## config.mk

```make
export PLATFORM = sky130hd
export DESIGN_NAME = led_blink_scheduler
export DESIGN_NICKNAME = d
export VERILOG_FILES = /design/src/rtl/led_blink_scheduler.sv
export SDC_FILE = /design/constraint.sdc
export NUM_CORES = 1
export LEC_CHECK = 0
export CAP_MARGIN = 20
export CORE_MARGIN = 3
export CORE_UTILIZATION = 60
export DETAILED_ROUTE_END_ITERATION = 8
export DONT_BUFFER_PORTS = 1
export PLACE_DENSITY = 0.76
export SYNTH_ARGS = -nofsm -noshare
export SYNTH_HDL_FRONTEND = slang
export SYNTH_SLANG_ARGS = --single-unit
```

## constraint.sdc

```tcl
create_clock -name clk -period 7.8 [get_ports clk]
set_input_delay 1.95 -clock clk [delete_from_list [all_inputs] [get_ports clk]]
set_output_delay 1.95 -clock clk [all_outputs]
set_load 0.05 [all_outputs]
```

## src/rtl/led_blink_scheduler.sv

```systemverilog
// Round-robin scheduler that shares one status LED among N_REQ requesters,
// playing each granted blink code as ON/OFF pulses followed by a dark gap.
module led_blink_scheduler #(
    parameter int unsigned TICK_DIV  = 2_500_000,
    parameter int unsigned N_REQ     = 4,
    parameter int unsigned CNT_W     = 4,
    parameter int unsigned ON_TICKS  = 4,
    parameter int unsigned OFF_TICKS = 4,
    parameter int unsigned GAP_TICKS = 20
) (
    input  logic                     clk,
    input  logic                     rst,
    input  logic [N_REQ-1:0]         req,
    input  logic [N_REQ*CNT_W-1:0]   code,
    output logic [N_REQ-1:0]         grant,
    output logic                     done,
    output logic                     busy,
    output logic                     led
);

    localparam int unsigned IDX_W   = $clog2(N_REQ);
    localparam int unsigned PS_W    = $clog2(TICK_DIV) + 1;
    localparam int unsigned PH_MAX0 = (ON_TICKS > OFF_TICKS) ? ON_TICKS : OFF_TICKS;
    localparam int unsigned PH_MAX  = (PH_MAX0 > GAP_TICKS) ? PH_MAX0 : GAP_TICKS;
    localparam int unsigned PH_W    = $clog2(PH_MAX) + 1;

    typedef enum logic [1:0] {
        S_IDLE = 2'd0,
        S_ON   = 2'd1,
        S_OFF  = 2'd2,
        S_GAP  = 2'd3
    } state_t;

    state_t             r_state;
    logic [PS_W-1:0]    r_ps;
    logic [PH_W-1:0]    r_phase;
    logic [IDX_W-1:0]   r_rr_ptr;
    logic [CNT_W-1:0]   r_remaining;

    logic               w_tick;
    logic               w_found;
    logic [IDX_W-1:0]   w_winner;
    logic [IDX_W:0]     w_sum;
    logic [CNT_W-1:0]   w_code;
    logic [N_REQ-1:0]   w_onehot;

    assign w_tick = (r_ps == PS_W'(TICK_DIV - 1));

    // Round-robin search starting just after the last winner, with wrap-around.
    always_comb begin
        w_found  = 1'b0;
        w_winner = '0;
        w_sum    = '0;
        for (int unsigned k = 1; k <= N_REQ; k++) begin
            w_sum = {1'b0, r_rr_ptr} + (IDX_W+1)'(k);
            if (w_sum >= (IDX_W+1)'(N_REQ))
                w_sum = w_sum - (IDX_W+1)'(N_REQ);
            if (!w_found && req[w_sum[IDX_W-1:0]]) begin
                w_found  = 1'b1;
                w_winner = w_sum[IDX_W-1:0];
            end
        end
    end

    // Winner's code field and one-hot grant vector.
    always_comb begin
        w_code   = '0;
        w_onehot = '0;
        for (int unsigned i = 0; i < N_REQ; i++) begin
            if (w_winner == IDX_W'(i)) begin
                w_code      = code[i*CNT_W +: CNT_W];
                w_onehot[i] = 1'b1;
            end
        end
    end

    always_ff @(posedge clk) begin
        if (rst) begin
            r_state     <= S_IDLE;
            r_ps        <= '0;
            r_phase     <= '0;
            r_rr_ptr    <= IDX_W'(N_REQ - 1);
            r_remaining <= '0;
            grant       <= '0;
            done        <= 1'b0;
            busy        <= 1'b0;
            led         <= 1'b0;
        end else begin
            done <= 1'b0;
            if (r_state != S_IDLE)
                r_ps <= w_tick ? '0 : r_ps + PS_W'(1);

            case (r_state)
                S_IDLE: begin
                    grant <= '0;
                    if (w_found) begin
                        grant    <= w_onehot;
                        r_rr_ptr <= w_winner;
                        r_ps     <= '0;
                        r_phase  <= '0;
                        // A zero code completes in the grant cycle itself.
                        if (w_code == '0) begin
                            done <= 1'b1;
                        end else begin
                            r_state     <= S_ON;
                            led         <= 1'b1;
                            busy        <= 1'b1;
                            r_remaining <= w_code - CNT_W'(1);
                        end
                    end
                end
                S_ON: begin
                    if (w_tick) begin
                        if (r_phase == PH_W'(ON_TICKS - 1)) begin
                            r_state <= S_OFF;
                            led     <= 1'b0;
                            r_phase <= '0;
                        end else begin
                            r_phase <= r_phase + PH_W'(1);
                        end
                    end
                end
                S_OFF: begin
                    if (w_tick) begin
                        if (r_phase == PH_W'(OFF_TICKS - 1)) begin
                            r_phase <= '0;
                            if (r_remaining != '0) begin
                                r_state     <= S_ON;
                                led         <= 1'b1;
                                r_remaining <= r_remaining - CNT_W'(1);
                            end else begin
                                r_state <= S_GAP;
                            end
                        end else begin
                            r_phase <= r_phase + PH_W'(1);
                        end
                    end
                end
                S_GAP: begin
                    if (w_tick) begin
                        if (r_phase == PH_W'(GAP_TICKS - 1)) begin
                            r_state <= S_IDLE;
                            r_phase <= '0;
                            grant   <= '0;
                            done    <= 1'b1;
                            busy    <= 1'b0;
                        end else begin
                            r_phase <= r_phase + PH_W'(1);
                        end
                    end
                end
                default: r_state <= S_IDLE;
            endcase
        end
    end

endmodule

```

==> results_dict.tcl <==
set metrics [dict create \
    run_status "finished clean" \
    fin_nets 307 \
    floorplan.die_area_sq_um 4870 \
    synth.avg_cell_area_sq_um 8.79 \
    netlist_instances 278 \
    worstReg2RegStart "r_phase[0]" \
    post_dp_cell_area_sq_um 2480 \
    timing.slew.headroom_pct 42.4 \
    synth.top_cells.by_count "53 x nor2_1, 44 x dfxtp_1, 20 x nand2_1, 18 x xor2_1, 12 x nand4_1" \
    power_switching_share_pct 39.6 \
    critical_path_buf_inv_count 0 \
    proportion_of_layout_cells_with_a_drive_suffix_above_1_pct 7.17 \
    ys.flop_type "dfxtp_1" \
    maximum_ir_drop_on_the_vdd_rail_mv 0.216 \
    synth_top_cells_by_area "dfxtp_1 36%, nor2_1 8.1%, xor2_1 6.5%" \
    timing.fmax_ghz 0.242 \
    worst-setup-path-type "input port to register" \
    min_path_type "register to register" \
    netSwitchingPower_w 0.000329 \
    antenna_cells_inserted 0 \
    critical_path_arrival_ns 4.34 \
    pin_count_of_the_biggest_net_entering_global_routing 22 \
    post-synth-top-area-fraction_pct 36.0 \
    die_width_um 69.8 \
    synth.ff_latch_count 44 \
    globalRouteTotalUtil_pct 20.4 \
    vias 1950 \
    finClkSkew_ns 0.00478 \
    crit_path_end_kind "register" \
    detail-route-antenna-nets 0 \
    part_of_the_total_power_dissipated_in_the_clock_network_pct 22.7 \
    p_leak_nw 0.930 \
    worst_path_max_delay_cell "mux4_1" \
    grt.overflow.total 0 \
    layout_worst_path_cycle_share_pct 52.9 \
    cp_data_required_time_ns 8.01 \
    crit_path_max_fanout 7 \
    routed_wirelength_mm 4.81 \
    route.detailed.drc 0 \
    max_cap_violations 0 \
    io_buffer_count 0 \
    antenna_found_initial 0 \
    area.growth.synth_to_final_pct 6.66 \
    cp_num_cells 8 \
    yosysUniqueCellTypes 47 \
    critical_path.reg2reg.endpoint "r_remaining[3]" \
    number_of_enable_flip_flop_cells_after_synthesis 0 \
    place_ws_ns 3.37 \
    yosys_warnings 0 \
    post-route-util_pct 68.6 \
    max-clock-path-buffers 2 \
    viasPerCell 5.96 \
    finalMaxSlewViolations 0 \
    num-fill-cells 327 \
    finalWeightedCongestion 0.862 \
    comb_power_share_pct 37.9 \
    insertion_delay_ns 0.29 \
    crit_path_leading_delay_family "compound AO/OA/AOI/OAI gates" \
    cellInternalPower_w 0.000501 \
    number_of_cells_traversed_by_the_worst_hold_path 1 \
    slowest_delay_ns 0.68 \
    cts_resized 0 \
    p_seq_share_pct 39.4 \
    setup_tns_ns 0 \
    core_area_sq_um 3800 \
    cts_tree "done" \
    hold_start "r_remaining[3]" \
    dp_hpwl_mm 3.62 \
    holdBufCountCts 0 \
    wire_per_inst_um 14.7 \
    post-synth-top-count-cell "nor2_1" \
    count_of_routing_violations_after_the_opening_detailed_route_iteration 93 \
    post_cts_buffers 0 \
    die_h_um 69.8 \
    holdPathEnd "r_remaining[3]" \
    cts_htree_levels 2 \
    mappedNetlistArea_sq_um 2440 \
    synth.largest_area_cell "dfxtp_1" \
    finalSetupViolations 0 \
    grt_first_pass_wirelength_mm 8.22 \
    io-pin-count 29 \
    tightestPinTransition_ns 0.856 \
    start_util_pct 64.3 \
    total_power_density_per_cell_area_nw_per_um2 318 \
    worst_hold_margin_ns 0.524 \
    sequential_fraction_of_the_synthesis_area_pct 36.0 \
    worst_setup_path_start_kind "input port" \
    rrSetupSlack_ns 4.88 \
    clkTransAtPathRegs_ns 0.08 \
    length_in_cells_of_the_worst_reg_to_reg_path 7 \
    numCtsBuffers 5 \
    finalInstanceArea_sq_um 2610 \
    final-hold-violation-count 0 \
    post-route-worst-setup-slack_ns 3.68 \
    std_cell_rows 22 \
    synth.net_count 307 \
    synth_async_sr_flop_share_pct 0 \
    rsz0062_at_grt "false" \
    cts.sinks 44 \
    worstPathCellList "nor2_1, nor2_2, a221oi_4, mux4_1, nor4_4, o21ai_2, a31o_1, a221oi_2" \
    clockRootBuffer "clkbuf_8" \
    final_critical_path_time_including_i_o_delays_and_setup_ns 4.12 \
    first_global_vias 1736 \
    drt_pass1_iterations 4 \
]
## power by group through the flow
stage | clock [W] | combinational, W | sequential, W
final | 0.000188 | 0.000314 | 0.000327
after global routing | 0.000201 | 0.000350 | 0.000331
after CTS | 0.000193 | 0.000313 | 0.000326
after detailed placement | 0 | 0.000311 | 0.000332
after global placement | 0 | 0.000304 | 0.000331
after floorplan | 0 | 0.000266 | 0.000323
## per-stage QoR
| stage | instances | power [W] |
|---|---|---|
| CTS | 327 | 0.000833 |
| global route | 327 | 0.000882 |
| finish | 327 | 0.000829 |
| global placement | 319 | 0.000635 |
| floorplan | 278 | 0.000589 |
| detailed placement | 319 | 0.000643 |
## final cells by class
class	instances	area (sq um)	share of cell area, %
multi-input cells	216	1490	57.3
repair buffers	1	7.51	0.288
clock inverters	1	30.0	1.15
well taps	48	60.1	2.30
flip-flops and latches	44	881	33.8
clock buffers	7	96.3	3.70
inverters	10	37.5	1.44
## cell usage in the layout (no fill, tap or decap), types with 2 or more instances in the layout
master / count
o21ai_0: 3
clkbuf_8: 7
xor2_1: 18
nor4b_1: 4
dfxtp_1: 44
nor4_1: 4
a32o_1: 2
a31oi_1: 3
nand3_1: 11
a32oi_1: 2
a211oi_1: 4
and3_1: 5
nor2b_1: 5
nor4bb_1: 5
mux4_1: 4
inv_1: 8
ha_1: 7
inv_2: 2
nor3_1: 7
mux2i_1: 6
xnor2_1: 9
a21oi_1: 5
o31ai_1: 2
nand4_1: 12
nor2_1: 53
nand2_1: 20
and2_1: 2
nand2b_1: 5
## routing by layer
metal	vias up	GRT usage [%]	wire length, um
li1	1003	-	-
met4	0	7.45	82
met1	901	29.6	2440
met3	9	4.93	206
met2	37	29.3	2080
met5	-	0	0
## worst max-delay path by stage
stage | startpoint | slack (ns) | endpoint
floorplan | req[1] | 3.57 | busy
global placement | req[1] | 3.45 | busy
detailed placement | req[1] | 3.37 | busy
CTS | req[1] | 3.68 | busy
global route | req[1] | 3.53 | busy
finish | req[1] | 3.68 | busy
## cells by family after synthesis
family	after synthesis	synth area share (%)
compound gates	34	11.9
xor+xnor	27	9.68
fa+ha+maj	7	3.58
buf+inv	18	2.82
flops	44	36.0
mux	10	6.76
simple gates	138	29.2
## registers in the layout, indices dropped and copies added (netlist names)
signal	count
r_ps	23
r_phase	6
grant	4
r_remaining	4
r_rr_ptr	2
r_state	2
busy	1
done	1
led	1
(Power assumes the default switching activity.)
